===== src/rtl/al_copy_pkg.sv =====
// Shared types for the AL copy master: FSM state encoding and AL width helpers.
package al_copy_pkg;

   typedef enum logic [1:0] {
      ST_IDLE  = 2'd0,
      ST_RUN   = 2'd1,
      ST_DRAIN = 2'd2
   } copy_state_e;

   // AL data bus width follows the byte-lane count: 8 bits per byte, 2**data_bits bytes.
   function automatic int unsigned al_data_width(input int unsigned data_bits);
      return 8 << data_bits;
   endfunction

endpackage


===== src/rtl/al_copy_fifo.sv =====
// First-word fall-through synchronous FIFO holding AL read data until it can be written back.
module al_copy_fifo
#(
   parameter int WIDTH      = 32,
   parameter int DEPTH_BITS = 2
) (
   input  logic                  clk,
   input  logic                  rst,
   input  logic                  push_i,
   input  logic [WIDTH-1:0]      push_data_i,
   input  logic                  pop_i,
   output logic [WIDTH-1:0]      head_o,
   output logic                  empty_o,
   output logic [DEPTH_BITS:0]   count_o
);

   localparam int DEPTH = 1 << DEPTH_BITS;
   localparam logic [DEPTH_BITS-1:0] PTR_ONE = DEPTH_BITS'(1);
   localparam logic [DEPTH_BITS:0]   CNT_ONE = (DEPTH_BITS + 1)'(1);

   logic [WIDTH-1:0]      mem_q [DEPTH];
   logic [DEPTH_BITS-1:0] rd_ptr_q, rd_ptr_d;
   logic [DEPTH_BITS-1:0] wr_ptr_q, wr_ptr_d;
   logic [DEPTH_BITS:0]   count_q, count_d;
   logic                  full;
   logic                  do_push;
   logic                  do_pop;

   assign empty_o = (count_q == '0);
   assign full    = (count_q == (DEPTH_BITS + 1)'(DEPTH));
   assign do_pop  = pop_i && !empty_o;
   // A push into a full FIFO is still accepted when the head leaves in the same cycle.
   assign do_push = push_i && (!full || do_pop);
   assign head_o  = mem_q[rd_ptr_q];
   assign count_o = count_q;

   always_comb begin
      rd_ptr_d = rd_ptr_q;
      wr_ptr_d = wr_ptr_q;
      count_d  = count_q;
      if (do_push) wr_ptr_d = wr_ptr_q + PTR_ONE;
      if (do_pop)  rd_ptr_d = rd_ptr_q + PTR_ONE;
      case ({do_push, do_pop})
         2'b10:   count_d = count_q + CNT_ONE;
         2'b01:   count_d = count_q - CNT_ONE;
         default: count_d = count_q;
      endcase
   end

   always_ff @(posedge clk) begin
      if (rst) begin
         rd_ptr_q <= '0;
         wr_ptr_q <= '0;
         count_q  <= '0;
      end else begin
         rd_ptr_q <= rd_ptr_d;
         wr_ptr_q <= wr_ptr_d;
         count_q  <= count_d;
      end
   end

   always_ff @(posedge clk) begin
      if (do_push) mem_q[wr_ptr_q] <= push_data_i;
   end

endmodule


===== src/rtl/al_copy_master.sv =====
// AL-bus initiator copying cmd_len+1 words from cmd_src to cmd_dst. Reads are credit-limited
// by FIFO depth so read data is always accepted; writes drain the FIFO concurrently.
module al_copy_master
   import al_copy_pkg::*;
#(
   parameter int          ADDR_WIDTH = 12,
   parameter int          DATA_BITS  = 2,
   parameter int          DATA_WIDTH = al_data_width(DATA_BITS),
   parameter int          ID_WIDTH   = 1,
   parameter int unsigned AL_ID      = 0,
   parameter int          LEN_WIDTH  = 10,
   parameter int          FIFO_BITS  = 2
) (
   input  logic                           clk,
   input  logic                           rst,
   input  logic [ADDR_WIDTH-DATA_BITS-1:0] cmd_src,
   input  logic [ADDR_WIDTH-DATA_BITS-1:0] cmd_dst,
   input  logic [LEN_WIDTH-1:0]            cmd_len,
   input  logic                           cmd_valid,
   output logic                           cmd_ready,
   output logic                           done,
   output logic                           id_err,
   output logic [ADDR_WIDTH-DATA_BITS-1:0] m_al_araddr,
   output logic                           m_al_arvalid,
   output logic [ID_WIDTH-1:0]             m_al_arid,
   input  logic                           m_al_arready,
   input  logic [DATA_WIDTH-1:0]           m_al_rdata,
   input  logic                           m_al_rvalid,
   input  logic [ID_WIDTH-1:0]             m_al_rid,
   output logic                           m_al_rready,
   output logic [ADDR_WIDTH-DATA_BITS-1:0] m_al_waddr,
   output logic [DATA_WIDTH-1:0]           m_al_wdata,
   output logic                           m_al_wvalid,
   input  logic                           m_al_wready,
   output logic [1:0]                     dbg_state
);

   localparam int WA    = ADDR_WIDTH - DATA_BITS;
   localparam int CW    = FIFO_BITS + 1;
   localparam int RW    = LEN_WIDTH + 1;
   localparam int DEPTH = 1 << FIFO_BITS;
   localparam logic [ID_WIDTH-1:0] AL_ID_C = AL_ID[ID_WIDTH-1:0];

   copy_state_e     state_q, state_d;
   logic [WA-1:0]   src_q, src_d;
   logic [WA-1:0]   dst_q, dst_d;
   logic [RW-1:0]   rd_left_q, rd_left_d;
   logic [RW-1:0]   wr_left_q, wr_left_d;
   logic [CW-1:0]   inflight_q, inflight_d;
   logic            done_q, done_d;
   logic            id_err_q, id_err_d;

   logic [CW-1:0]         fifo_count;
   logic                  fifo_empty;
   logic [DATA_WIDTH-1:0] fifo_head;
   logic [CW:0]           credit_used;
   logic                  ar_fire;
   logic                  r_push;
   logic                  r_drop;
   logic                  w_fire;

   // Outstanding reads plus buffered words can never exceed the FIFO depth,
   // so every returning beat has a slot and rready can stay high.
   assign credit_used  = {1'b0, inflight_q} + {1'b0, fifo_count};
   assign m_al_arvalid = (state_q == ST_RUN) && (rd_left_q != '0)
                         && (credit_used < (CW + 1)'(DEPTH));
   assign ar_fire      = m_al_arvalid && m_al_arready;
   assign r_push       = m_al_rvalid && (inflight_q != '0) && (state_q != ST_IDLE);
   assign r_drop       = m_al_rvalid && !r_push;
   assign m_al_wvalid  = !fifo_empty;
   assign w_fire       = m_al_wvalid && m_al_wready;

   assign m_al_araddr = src_q;
   assign m_al_arid   = AL_ID_C;
   assign m_al_rready = 1'b1;
   assign m_al_waddr  = dst_q;
   assign m_al_wdata  = fifo_head;
   assign cmd_ready   = (state_q == ST_IDLE);
   assign done        = done_q;
   assign id_err      = id_err_q;
   assign dbg_state   = state_q;

   always_comb begin
      state_d    = state_q;
      src_d      = src_q;
      dst_d      = dst_q;
      rd_left_d  = rd_left_q;
      wr_left_d  = wr_left_q;
      inflight_d = inflight_q;
      done_d     = 1'b0;
      id_err_d   = id_err_q | r_drop | (m_al_rvalid && (m_al_rid != AL_ID_C));

      case ({ar_fire, r_push})
         2'b10:   inflight_d = inflight_q + CW'(1);
         2'b01:   inflight_d = inflight_q - CW'(1);
         default: inflight_d = inflight_q;
      endcase
      if (ar_fire) begin
         src_d     = src_q + WA'(1);
         rd_left_d = rd_left_q - RW'(1);
      end
      if (w_fire) begin
         dst_d     = dst_q + WA'(1);
         wr_left_d = wr_left_q - RW'(1);
      end

      case (state_q)
         ST_IDLE: begin
            if (cmd_valid) begin
               src_d     = cmd_src;
               dst_d     = cmd_dst;
               rd_left_d = {1'b0, cmd_len} + RW'(1);
               wr_left_d = {1'b0, cmd_len} + RW'(1);
               state_d   = ST_RUN;
            end
         end
         ST_RUN: begin
            if (ar_fire && (rd_left_q == RW'(1))) state_d = ST_DRAIN;
         end
         ST_DRAIN: begin
            // The last word can only be written once all reads are issued.
            if (w_fire && (wr_left_q == RW'(1))) begin
               state_d = ST_IDLE;
               done_d  = 1'b1;
            end
         end
         default: state_d = ST_IDLE;
      endcase
   end

   always_ff @(posedge clk) begin
      if (rst) begin
         state_q    <= ST_IDLE;
         src_q      <= '0;
         dst_q      <= '0;
         rd_left_q  <= '0;
         wr_left_q  <= '0;
         inflight_q <= '0;
         done_q     <= 1'b0;
         id_err_q   <= 1'b0;
      end else begin
         state_q    <= state_d;
         src_q      <= src_d;
         dst_q      <= dst_d;
         rd_left_q  <= rd_left_d;
         wr_left_q  <= wr_left_d;
         inflight_q <= inflight_d;
         done_q     <= done_d;
         id_err_q   <= id_err_d;
      end
   end

   al_copy_fifo #(
      .WIDTH      (DATA_WIDTH),
      .DEPTH_BITS (FIFO_BITS)
   ) u_fifo (
      .clk         (clk),
      .rst         (rst),
      .push_i      (r_push),
      .push_data_i (m_al_rdata),
      .pop_i       (w_fire),
      .head_o      (fifo_head),
      .empty_o     (fifo_empty),
      .count_o     (fifo_count)
   );

endmodule

===== config.mk =====
export PLATFORM = sky130hd
export DESIGN_NAME = al_copy_master
export DESIGN_NICKNAME = d
export VERILOG_FILES = /design/src/rtl/al_copy_pkg.sv /design/src/rtl/al_copy_fifo.sv /design/src/rtl/al_copy_master.sv
export SDC_FILE = /design/constraint.sdc
export NUM_CORES = 1
export LEC_CHECK = 0
export CORE_ASPECT_RATIO = 0.7
export CORE_MARGIN = 1.5
export CORE_UTILIZATION = 45
export CTS_CLUSTER_DIAMETER = 50
export CTS_CLUSTER_SIZE = 24
export DETAILED_ROUTE_END_ITERATION = 6
export DONT_BUFFER_PORTS = 1
export GPL_TIMING_DRIVEN = 0
export PLACE_DENSITY_LB_ADDON = 0.15
export SLEW_MARGIN = 10
export SYNTH_ARGS = -nofsm -noshare
export SYNTH_HDL_FRONTEND = slang
export SYNTH_SLANG_ARGS = --single-unit

===== constraint.sdc =====
create_clock -name clk -period 2.7 [get_ports clk]
set_clock_uncertainty 0.1 [all_clocks]
set_input_delay 0.405 -clock clk [delete_from_list [all_inputs] [get_ports clk]]
set_output_delay 0.405 -clock clk [all_outputs]
set_load 0.02 [all_outputs]

==> results of run 1 <==
==> state kept, by name, indices dropped and copies added (netlist names), named ones only <==
name / count
u_fifo.mem_q: 128
done: 1
inflight_q: 3
wr_left_q: 11
u_fifo.wr_ptr_q: 2
rd_left_q: 11
id_err: 1
m_al_waddr: 10
dbg_state: 2
u_fifo.rd_ptr_q: 2
m_al_araddr: 10
u_fifo.count_o: 3
==> per-layer routing <==
metal,up-vias,part of all wire,track usage
li1,2488,-,-
met1,2712,0.47,0.3183
met2,219,0.43,0.3145
met3,15,0.091,0.06478
met4,0,0.0080,0.04424
met5,-,0,0
==> critical path: stages, from the launching register on <==
cell	delay, ns
dfxtp_4	0.35
ha_4	0.23
or4b_4	0.52
or3_4	0.38
nor3_4	0.21
inv_2	0.08
ha_4	0.17
inv_2	0.05
fa_2	0.18
xor2_1	0.07
or3_1	0.30
a21oi_1	0.12
==> power by group through the flow <==
stage / clock network (mW) / logic, mW / registers (mW)
final: 2.42 / 1.60 / 3.40
after global routing: 2.59 / 1.73 / 3.42
after CTS: 2.48 / 1.60 / 3.38
after detailed placement: 0 / 1.49 / 3.45
after global placement: 0 / 1.46 / 3.45
after floorplan: 0 / 1.18 / 3.41
==> cells by family (layout without fill, tap and decap cells) <==
group,Yosys count,count (layout),share of synthesized area
muxes,36,36,0.09386
xor gates and xnor gates,23,23,0.02473
and+or+nand+nor,181,181,0.1221
buffers and inverters,58,135,0.02918
AOI/OAI and AO/OA,100,100,0.08833
adders and majority gates,16,16,0.02642
other,2,2,0.0009220
DFF,186,186,0.6144
==> final cells by class <==
cell class,instances,area share
Timing Repair Buffer,47,0.05317
Tap cell,231,0.03010
Multi-Input combinational cell,358,0.3092
Buffer,32,0.01525
Inverter,24,0.009382
Clock buffer,18,0.04470
Sequential cell,186,0.5227
Clock inverter,14,0.01551
==> how the worst max path moves through the flow <==
stage | from | end | depth (start not counted)
2_1_floorplan | u_fifo.count_o[2]$_SDFFE_PP0P_ | inflight_q[2]$_SDFFE_PP0P_ | 12
3_3_place_gp | u_fifo.count_o[0]$_SDFFE_PP0P_ | u_fifo.mem_q[0][22]$_DFFE_PP_ | 5
3_5_place_dp | u_fifo.count_o[2]$_SDFFE_PP0P_ | inflight_q[2]$_SDFFE_PP0P_ | 12
4_1_cts | inflight_q[2]$_SDFFE_PP0P_ | inflight_q[2]$_SDFFE_PP0P_ | 12
5_1_grt | inflight_q[2]$_SDFFE_PP0P_ | inflight_q[2]$_SDFFE_PP0P_ | 11
6_report | inflight_q[2]$_SDFFE_PP0P_ | inflight_q[2]$_SDFFE_PP0P_ | 11
==> stage by stage <==
step                setup WS (ns)  hold WS (ns)  total power, mW  instance area, µm²  TNS [ns]
floorplan                 -0.2181        0.3807            4.585                8179   -0.3870
global placement          -0.5554        0.4040            4.906                8468    -68.05
detailed placement        -0.4774        0.4040            4.939                8589    -1.024
CTS                       -0.1936       0.03740            7.453                9569   -0.4873
global route              -0.2259       0.03531            7.739                9602   -0.5198
finish                    -0.1449       0.05609            7.420                9602   -0.2543
==> cells in the mapped netlist (all sizes together), types with 14 or more instances <==
cell / instances
dfxtp: 58
nand3: 16
mux4: 32
clkbuf: 24
nand2: 22
xnor2: 16
nor3: 20
o21ai: 15
nor2: 49
ha: 14
a211oi: 16
inv: 24
edfxtp: 128
a21oi: 16
==> timing repair <==
item / CTS / global route
endpoints found under the hold margin: 130 / 0
hold buffers: 34 / 0
pin swaps: 7 / 4
buffers inserted: 6 / 2
gates resized for setup: 16 / 12
setup endpoints to repair: 34 / 93
==> summary.md, run 1 <==
| Metric | Value |
|---|---|
| Worst-case hold path end point | `m_al_waddr[7]$_SDFF_PP0_` |
| Hold crit path type | `primary input to flop` |
| #FFs+latches synth | `186` |
| Worst hold path depth | `2` |
| Core Footprint | `17420 µm²` |
| Layout cell share with drive strength beyond 1 | `0.1738` |
| Max clock buf depth | `2` |
| Sw Pwr | `2.343 mW` |
| Number of H-tree levels | `4` |
| Fin crit period | `2.845 ns` |
| Num CTS Buffers | `17` |
| Worst Setup End Kind | `flop` |
| Maximum fanout along the worst path | `4` |
| Max_cap viols | `0` |
| Total Wirelength | `19.78 mm` |
| Setup violators final | `3` |
| Via count | `5434` |
| Clock transition at the registers of the reported paths | `0.07 ns` |
| IO Count | `130` |
| Clk network pwr share | `0.327` |
| Wirelength per Cell | `21.73 µm` |
| Largest net degree at the start of global routing | `28` |
| Drt drc | `0` |
| Layout Utilization | `0.5513` |
| Startpoint types | `flop` |
| RSZ-0062 raised after global routing | `yes` |
| Post-synthesis cell type count | `66` |
| Async set-reset flop share out of synthesis | `0` |
| F_max | `0.3515 GHz` |
| 1st-iter DRT viols | `444` |
| Slew @ Worst Pin | `0.9411 ns` |
| FF-to-FF End | `inflight_q[2]$_SDFFE_PP0P_` |
| GP Congestion | `0.9186` |
| Sequential area share after synthesis | `0.6144` |
| Ys Warns | `0` |
| Most frequent cells in the layout | `edfxtp_1 (128), dfxtp_1 (53), nor2_1 (48), dlygate4sd3_1 (34), mux4_2 (32)` |
| Crit path kind | `flop to flop` |
| Failing checks | `negative setup slack` |
| Routed vias/inst | `5.971` |
| Yosys top cell by area | `edfxtp_1` |
| Final period util | `1.054` |
| Worst r2r src | `inflight_q[2]$_SDFFE_PP0P_` |
| Cells after Synth | `602` |
| Predominant post-synthesis flop cell | `edfxtp_1` |
| Hold path start | `cmd_dst[7]` |
| Starting Density | `0.4677` |
| Fin cells | `910` |
| GRT overflow | `0` |
| Register area | `5019 µm²` |
| Maximum vdd drop | `395.0 µV` |
| Fin. Hold Viols | `0` |
| Flop2flop setup slack | `-0.14 ns` |
| Layout Nets | `751` |
| Final ANT Viol Nets | `0` |
| Port buffer count | `0` |
| FF-to-FF path depth | `11` |
| Fill cells | `1421` |
| Post-synth top area share | `0.4719` |
| Avg Synthesized Cell Area | `13.53 µm²` |
| Cell Area, Synth | `8145 µm²` |
| Placed insts | `838` |
| Vias in the first global route | `5256` |
| Lkg Pwr | `3.100 nW` |
| Chip Width | `163.8 µm` |
| First-pass GRT wire length | `30.04 mm` |
| DR pass1 iterations | `5` |
| Row count | `40` |
| Area delta synth->final | `17.88%` |
| Post-route setup slack | `-0.1449 ns` |
| Initial antenna violation count | `0` |
| Largest cells by area after synthesis | `edfxtp_1 (47%), dfxtp_1 (14%), mux4_2 (8.8%), nor2_1 (2.3%), ha_1 (2.2%)` |
| Die Y | `115.6 µm` |
| Net Sw Frac | `0.3157` |
| CTS tree | `built` |
| Combinational Power Share | `0.216` |
| Worst skew pair latency | `0.43 ns` |
| N_diodes | `0` |
| Sequential Power Share | `0.458` |
| Result of the run | `complete, but fails checks` |
| Most common library cell in the layout ignoring fill and taps | `edfxtp_1` |
| Clk sinks | `186` |
| Root buffer cell | `clkbuf_16` |
| Syn nets | `687` |
| Area of the die | `18930 µm²` |
| Internal | `5.077 mW` |
| HPWL after detailed placement | `13.97 mm` |
| Final Max Slew Viols | `0` |
| Worst EP arrival | `3.09 ns` |
| Multi-input gate area | `2969 µm²` |
| Max_slew headroom | `0.3627` |
| Post-synth EDFFs | `128` |
| GRT Overall Usage | `0.2155` |
| Required time of the critical path | `2.95 ns` |
| Pwr Density | `772.8 nW/µm²` |
Note: power is estimated with default switching activity, not from simulation.
==> run 2: changes to the inputs <==
--- a/config.mk
+++ b/config.mk
@@ -5,16 +5,18 @@
 export SDC_FILE = /design/constraint.sdc
 export NUM_CORES = 1
 export LEC_CHECK = 0
+export CELL_PAD_IN_SITES_DETAIL_PLACEMENT = 2
+export CELL_PAD_IN_SITES_GLOBAL_PLACEMENT = 2
 export CORE_ASPECT_RATIO = 0.7
 export CORE_MARGIN = 1.5
-export CORE_UTILIZATION = 45
+export CORE_UTILIZATION = 39
 export CTS_CLUSTER_DIAMETER = 50
 export CTS_CLUSTER_SIZE = 24
 export DETAILED_ROUTE_END_ITERATION = 6
 export DONT_BUFFER_PORTS = 1
 export GPL_TIMING_DRIVEN = 0
 export PLACE_DENSITY_LB_ADDON = 0.15
-export SLEW_MARGIN = 10
+export SLEW_MARGIN = 20
 export SYNTH_ARGS = -nofsm -noshare
 export SYNTH_HDL_FRONTEND = slang
 export SYNTH_SLANG_ARGS = --single-unit
==> summary.md, run 2 (same netlist as run 1, synthesis figures left out) <==
| Metric | Value |
|---|---|
| Placed insts | `883 (+5.4%)` |
| Worst Setup End Kind | `flop` |
| GRT overflow | `0 (unchanged)` |
| Worst setup path startpoint | `u_fifo.count_o[2]$_SDFFE_PP0P_` |
| Startpoint types | `flop` |
| Layout Utilization | `0.4734 (-0.07785)` |
| Final period util | `1.111 (+0.05743)` |
| Largest Register | `u_fifo.mem_q` |
| F_max | `0.3333 GHz (-5.2%)` |
| Fin crit period | `3.000 ns (+0.1550 ns)` |
| Max_cap viols | `0 (unchanged)` |
| Port buffer count | `0 (unchanged)` |
| Via count | `5586 (+2.8%)` |
| Result of the run | `complete, but fails checks` |
| GP Congestion | `0.8354 (-9.1%)` |
| Fin Setup TNS | `-0.7734 ns (-0.5191 ns)` |
| Largest net degree at the start of global routing | `27 (-3.6%)` |
| Lkg Pwr | `3.139 nW (+1.3%)` |
| Worst hold path depth | `2 (unchanged)` |
| Wirelength per Cell | `25.12 µm (+16%)` |
| CTS tree | `built` |
| Initial antenna violation count | `1 (+1)` |
| Register area | `5016 µm² (about the same)` |
| Failing checks | `negative setup slack` |
| Area of the die | `21770 µm² (+15%)` |
| Layout Nets | `754 (+0.40%)` |
| Multi-input gate area | `3000 µm² (+1.1%)` |
| Pwr Density | `796.0 nW/µm² (+3.0%)` |
| Flop2flop setup slack | `-0.30 ns (-0.16 ns)` |
| Biggest regs | `u_fifo.mem_q x128, rd_left_q x11, wr_left_q x11` |
| Fill cells | `2009 (+41%)` |
| Worst r2r src | `u_fifo.count_o[2]$_SDFFE_PP0P_` |
| Chip Width | `175.7 µm (+7.3%)` |
| Worst EP arrival | `3.25 ns (+0.16 ns)` |
| Max FFs per register | `128 (unchanged)` |
| HPWL after detailed placement | `16.82 mm (+20%)` |
| Die Y | `123.9 µm (+7.2%)` |
| Final ANT Viol Nets | `0 (unchanged)` |
| CP max stage cell | `or4b_4` |
| 1st-iter DRT viols | `317 (-29%)` |
| CP Capture Point | `inflight_q[2]$_SDFFE_PP0P_` |
| Core Footprint | `20590 µm² (+18%)` |
| Vias in the first global route | `5902 (+12%)` |
| Number of H-tree levels | `4 (unchanged)` |
| Starting Density | `0.3956 (-0.07207)` |
| Drt drc | `0 (unchanged)` |
| Worst skew pair latency | `0.44 ns (about the same)` |
| Most common library cell in the layout ignoring fill and taps | `edfxtp_1` |
| Crit path kind | `flop to flop` |
| Required time of the critical path | `2.95 ns (about the same)` |
| Max_slew headroom | `0.3706 (+0.007896)` |
| RSZ-0062 raised after global routing | `yes` |
| Setup violators final | `4 (+1)` |
| Clock transition at the registers of the reported paths | `0.08 ns (about the same)` |
| Routed vias/inst | `5.825 (-2.5%)` |
| Final Max Slew Viols | `0 (unchanged)` |
| First-pass GRT wire length | `35.87 mm (+19%)` |
| Fin cells | `959 (+5.4%)` |
| Maximum vdd drop | `463.9 µV (+17%)` |
| Most frequent cells in the layout | `edfxtp_1 (128), dfxtp_1 (53), nor2_1 (48), dlygate4sd3_1 (34), mux4_2 (32)` |
| Total Wirelength | `24.09 mm (+22%)` |
| Fin. Hold Viols | `0 (unchanged)` |
| FF-to-FF path depth | `11 (unchanged)` |
| FF-to-FF End | `inflight_q[2]$_SDFFE_PP0P_` |
| Clk sinks | `186 (unchanged)` |
| Layout cell share with drive strength beyond 1 | `0.1921 (+0.01830)` |
| Post-route setup slack | `-0.2999 ns (-0.1550 ns)` |
| Hold crit path type | `primary input to flop` |
| DR pass1 iterations | `5 (unchanged)` |
| Row count | `44 (+10%)` |
| GRT Overall Usage | `0.2261 (+0.01065)` |
| IO Count | `130 (unchanged)` |
| Setup WS pre-CTS | `-0.6580 ns (-0.1805 ns)` |
| Root buffer cell | `clkbuf_16` |
| Area delta synth->final | `19.68%` |
| Max clock buf depth | `2 (unchanged)` |
| Maximum fanout along the worst path | `2 (-2)` |
| Slew @ Worst Pin | `0.9294 ns (-0.01166 ns)` |
| Num CTS Buffers | `17 (unchanged)` |
| CP max stage delay | `0.49 ns (-0.03 ns)` |
| CP Cell Sequence | `ha_4 -> or4b_4 -> or3_4 -> nor3_4 -> inv_2 -> ha_4 -> inv_2 -> fa_2 -> xor2_1 -> or3_1 -> a21oi_2` |
## run 2: worst max-delay path: cells and delay by family, from the launching register on
kind                       cells  cell delay [ns]
and+or+nand+nor                4             1.50
xor gates and xnor gates       1             0.08
buffers and inverters          2             0.13
adders and majority gates      3             0.55
AOI/OAI and AO/OA              1             0.15
DFF                            1             0.39
## run 2: how the worst min path moves through the flow
| stage | start | end | slack, ns |
|---|---|---|---|
| 6_report | cmd_src[5] | m_al_araddr[5]$_SDFF_PP0_ | 0.04 |
| 5_1_grt | cmd_src[4] | m_al_araddr[4]$_SDFF_PP0_ | 0.04 |
| 4_1_cts | cmd_src[5] | m_al_araddr[5]$_SDFF_PP0_ | 0.02 |
| 3_5_place_dp | m_al_rdata[19] | u_fifo.mem_q[0][19]$_DFFE_PP_ | 0.40 |
| 3_3_place_gp | m_al_rdata[2] | u_fifo.mem_q[2][2]$_DFFE_PP_ | 0.40 |
| 2_1_floorplan | rd_left_q[0]$_SDFF_PP0_ | rd_left_q[0]$_SDFF_PP0_ | 0.38 |
## run 2: stage by stage
step | hold slack [ns] | power (mW) | area [µm²]
6_report | 0.03621 | 7.759 | 9748
5_1_grt | 0.04355 | 8.083 | 9748
4_1_cts | 0.02209 | 7.800 | 9703
3_5_place_dp | 0.4040 | 4.994 | 8623
3_3_place_gp | 0.4040 | 4.925 | 8524
2_1_floorplan | 0.3807 | 4.585 | 8179
## run 2: what timing repair did
item                                   4_1_cts  5_1_grt
resized for setup                           25       17
setup endpoints to repair                   49       31
pin swaps                                    6        8
hold buffers                                34        0
endpoints found under the hold margin      130        0
setup buffers                                9        4
cloned                                       0        0
## run 2: power by group
| part | internal (mW) | switching, mW | total [mW] |
|---|---|---|---|
| clock network | 1.48 | 1.17 | 2.64 |
| logic | 0.688 | 0.995 | 1.68 |
| registers | 3.19 | 0.243 | 3.43 |
## run 2: cell type report
class,count,area share
sequential,186,0.5146
multi-input combinational,358,0.3078
timing repair buffer,51,0.05429
clock buffer,17,0.04364
tap,276,0.03543
clock inverter,15,0.01925
buffer,31,0.01553
inverter,24,0.009241
antenna,1,0.0002567
## run 2: per-layer routing
layer  vias to the layer above  wire length [µm]  global-route usage
met5                         -                 0                   0
met4                         0               189             0.06303
met3                        13              1219             0.05067
met2                       134             11580              0.3646
met1                      2937             11100              0.3090
li1                       2502                 -                   -
==> run 3: changes to the inputs <==
--- a/config.mk
+++ b/config.mk
@@ -9,13 +9,14 @@
 export CELL_PAD_IN_SITES_GLOBAL_PLACEMENT = 2
 export CORE_ASPECT_RATIO = 0.7
 export CORE_MARGIN = 1.5
-export CORE_UTILIZATION = 39
+export CORE_UTILIZATION = 43
 export CTS_CLUSTER_DIAMETER = 50
 export CTS_CLUSTER_SIZE = 24
 export DETAILED_ROUTE_END_ITERATION = 6
 export DONT_BUFFER_PORTS = 1
 export GPL_TIMING_DRIVEN = 0
 export PLACE_DENSITY_LB_ADDON = 0.15
+export RECOVER_POWER = 50
 export SLEW_MARGIN = 20
 export SYNTH_ARGS = -nofsm -noshare
 export SYNTH_HDL_FRONTEND = slang
==> constraint.sdc (replaced) <==
create_clock -name clk -period 3.2 [get_ports clk]
set_clock_uncertainty 0.1 [all_clocks]
set_input_delay 0.48 -clock clk [delete_from_list [all_inputs] [get_ports clk]]
set_output_delay 0.48 -clock clk [all_outputs]
set_load 0.02 [all_outputs]
==> summary.md, run 3 (same netlist as run 1, synthesis figures left out) <==
| Metric | Value |
|---|---|
| Fin Setup TNS | `0 ns (+0.7734 ns)` |
| Die Y | `118.2 µm (-4.6%)` |
| Register area | `5010 µm² (-0.12%)` |
| Maximum vdd drop | `301.8 µV (-35%)` |
| Chip Width | `167.5 µm (-4.7%)` |
| Final Max Slew Viols | `0 (unchanged)` |
| CTS tree | `built` |
| Fin crit period | `3.175 ns` |
| CTS Hold Buffers Added | `0 (-100%)` |
| Wirelength per Cell | `28.95 µm (+15%)` |
| IO Count | `130 (unchanged)` |
| Cell Area, Placed | `8562 µm² (-0.71%)` |
| Fill cells | `1739 (-13%)` |
| Slew @ Worst Pin | `1.279 ns (+0.3496 ns)` |
| Placed insts | `843 (-4.5%)` |
| Result of the run | `completed` |
| Area of the die | `19790 µm² (-9.1%)` |
| Biggest regs | `u_fifo.mem_q x128, rd_left_q x11, wr_left_q x11` |
| Port buffer count | `0 (unchanged)` |
| HPWL after detailed placement | `18.02 mm (+7.1%)` |
| Row count | `41 (-6.8%)` |
| GRT Overall Usage | `0.2652 (+0.03906)` |
| Via count | `5526 (-1.1%)` |
| 1st-iter DRT viols | `397 (+25%)` |
| DR pass1 iterations | `7 (+2)` |
| Starting Density | `0.4460 (+0.05041)` |
| Max FFs per register | `128 (unchanged)` |
| Clock transition at the registers of the reported paths | `0.08 ns (about the same)` |
| Number of H-tree levels | `4 (unchanged)` |
| Startpoint types | `flop` |
| Largest net degree at the start of global routing | `26 (-3.7%)` |
| GP Congestion | `0.8419 (+0.78%)` |
| Worst skew pair latency | `0.44 ns (about the same)` |
| Drt drc | `0 (unchanged)` |
| Most common library cell in the layout ignoring fill and taps | `edfxtp_1` |
| Root buffer cell | `clkbuf_16` |
| Multi-input gate area | `2914 µm² (-2.9%)` |
| Required time of the critical path | `2.62 ns (-0.33 ns)` |
| Overall Power | `6.372 mW (-18%)` |
| Lkg Pwr | `2.929 nW (-6.7%)` |
| N_diodes | `0 (-1)` |
| GRT overflow | `0 (unchanged)` |
| Pwr Density | `694.0 nW/µm² (-13%)` |
| RSZ-0062 raised after global routing | `no` |
| Total Wirelength | `25.45 mm (+5.7%)` |
| Initial antenna violation count | `0 (-1)` |
| Setup violators final | `0 (-4)` |
| Routed vias/inst | `6.287 (+7.9%)` |
| Layout cell share with drive strength beyond 1 | `0.1571 (-0.03501)` |
| Fin cells | `879 (-8.3%)` |
| Area delta synth->final | `12.73%` |
| Maximum fanout along the worst path | `10 (+8)` |
| Num CTS Buffers | `17 (unchanged)` |
| Worst EP arrival | `2.60 ns (-0.65 ns)` |
| Layout Nets | `715 (-5.2%)` |
| Final ANT Viol Nets | `0 (unchanged)` |
| Final period util | `0.9923` |
| Max_slew headroom | `0.1353 (-0.2353)` |
| Clk sinks | `186 (unchanged)` |
| Largest Register | `u_fifo.mem_q` |
| Core Footprint | `18260 µm² (-11%)` |
| Most frequent cells in the layout | `edfxtp_1 (128), dfxtp_1 (56), nor2_1 (49), mux4_2 (32), clkbuf_1 (25)` |
| Crit path kind | `flop to output pin` |
| Hold crit path type | `primary input to flop` |
| Fin. Hold Viols | `0 (unchanged)` |
| First-pass GRT wire length | `38.55 mm (+7.5%)` |
| Max clock buf depth | `2 (unchanged)` |
| Worst Setup End Kind | `output pin` |
| F_max | `0.3149 GHz` |
| Vias in the first global route | `6090 (+3.2%)` |
| Final Cell Area | `9183 µm² (-5.8%)` |
| Max_cap viols | `0 (unchanged)` |
run 3: critical path, cell delays in order (launching register included):
cell and delay, ns:
dfxtp_1 0.36, nor4_1 0.68, and4_1 0.41, clkbuf_1 0.47, nor2_1 0.24
run 3: timing repair:
| action | CTS | global route |
|---|---|---|
| pin swaps | 4 | 1 |
| buffers inserted | 5 | 0 |
| setup endpoints to repair | 4 | 22 |
| gates resized for setup | 7 | 6 |
run 3: power breakdown:
group,switching [mW],total (mW),internal [mW],leakage (nW)
logic,0.868,1.37,0.503,1.01
registers,0.177,2.87,2.69,1.63
clock network,1.08,2.13,1.05,0.290
run 3: area by class of cell:
cell class,instances,area share
timing repair buffer,10,0.01567
sequential,186,0.5456
multi-input combinational,358,0.3173
buffer,33,0.01526
tap,236,0.03216
clock buffer,17,0.04633
inverter,24,0.009811
clock inverter,15,0.01785
run 3: stage by stage:
step                utilization  setup WS [ns]  hold WS, ns
floorplan                     -         0.1909       0.3709
global placement         0.4622        -0.1958       0.4050
detailed placement       0.4688        -0.3612       0.4398
CTS                      0.5034        0.03964      0.02032
global route             0.5028       0.003758      0.01402
finish                   0.5028        0.02477      0.02441
run 3: per-layer routing:
layer / part of all wire / vias up / track usage / wire length [µm]
li1: - / 2407 / - / -
met1: 0.43 / 2901 / 0.3453 / 10980
met2: 0.49 / 188 / 0.4419 / 12380
met3: 0.064 / 30 / 0.06530 / 1630
met4: 0.018 / 0 / 0.07489 / 459
met5: 0 / - / 0 / 0
run 3: final timing paths:
check | start | to | depth (start not counted) | slack (ns)
setup / recovery | rd_left_q[8]$_SDFF_PP0_ | m_al_arvalid | 4 | 0.02
hold / removal | m_al_rdata[4] | u_fifo.mem_q[2][4]$_DFFE_PP_ | 0 | 0.02
setup reg to reg | rd_left_q[8]$_SDFF_PP0_ | inflight_q[2]$_SDFFE_PP0P_ | 10 | 0.07
hold reg to reg | u_fifo.rd_ptr_q[1]$_SDFFE_PP0N_ | u_fifo.rd_ptr_q[1]$_SDFFE_PP0N_ | 2 | 0.46
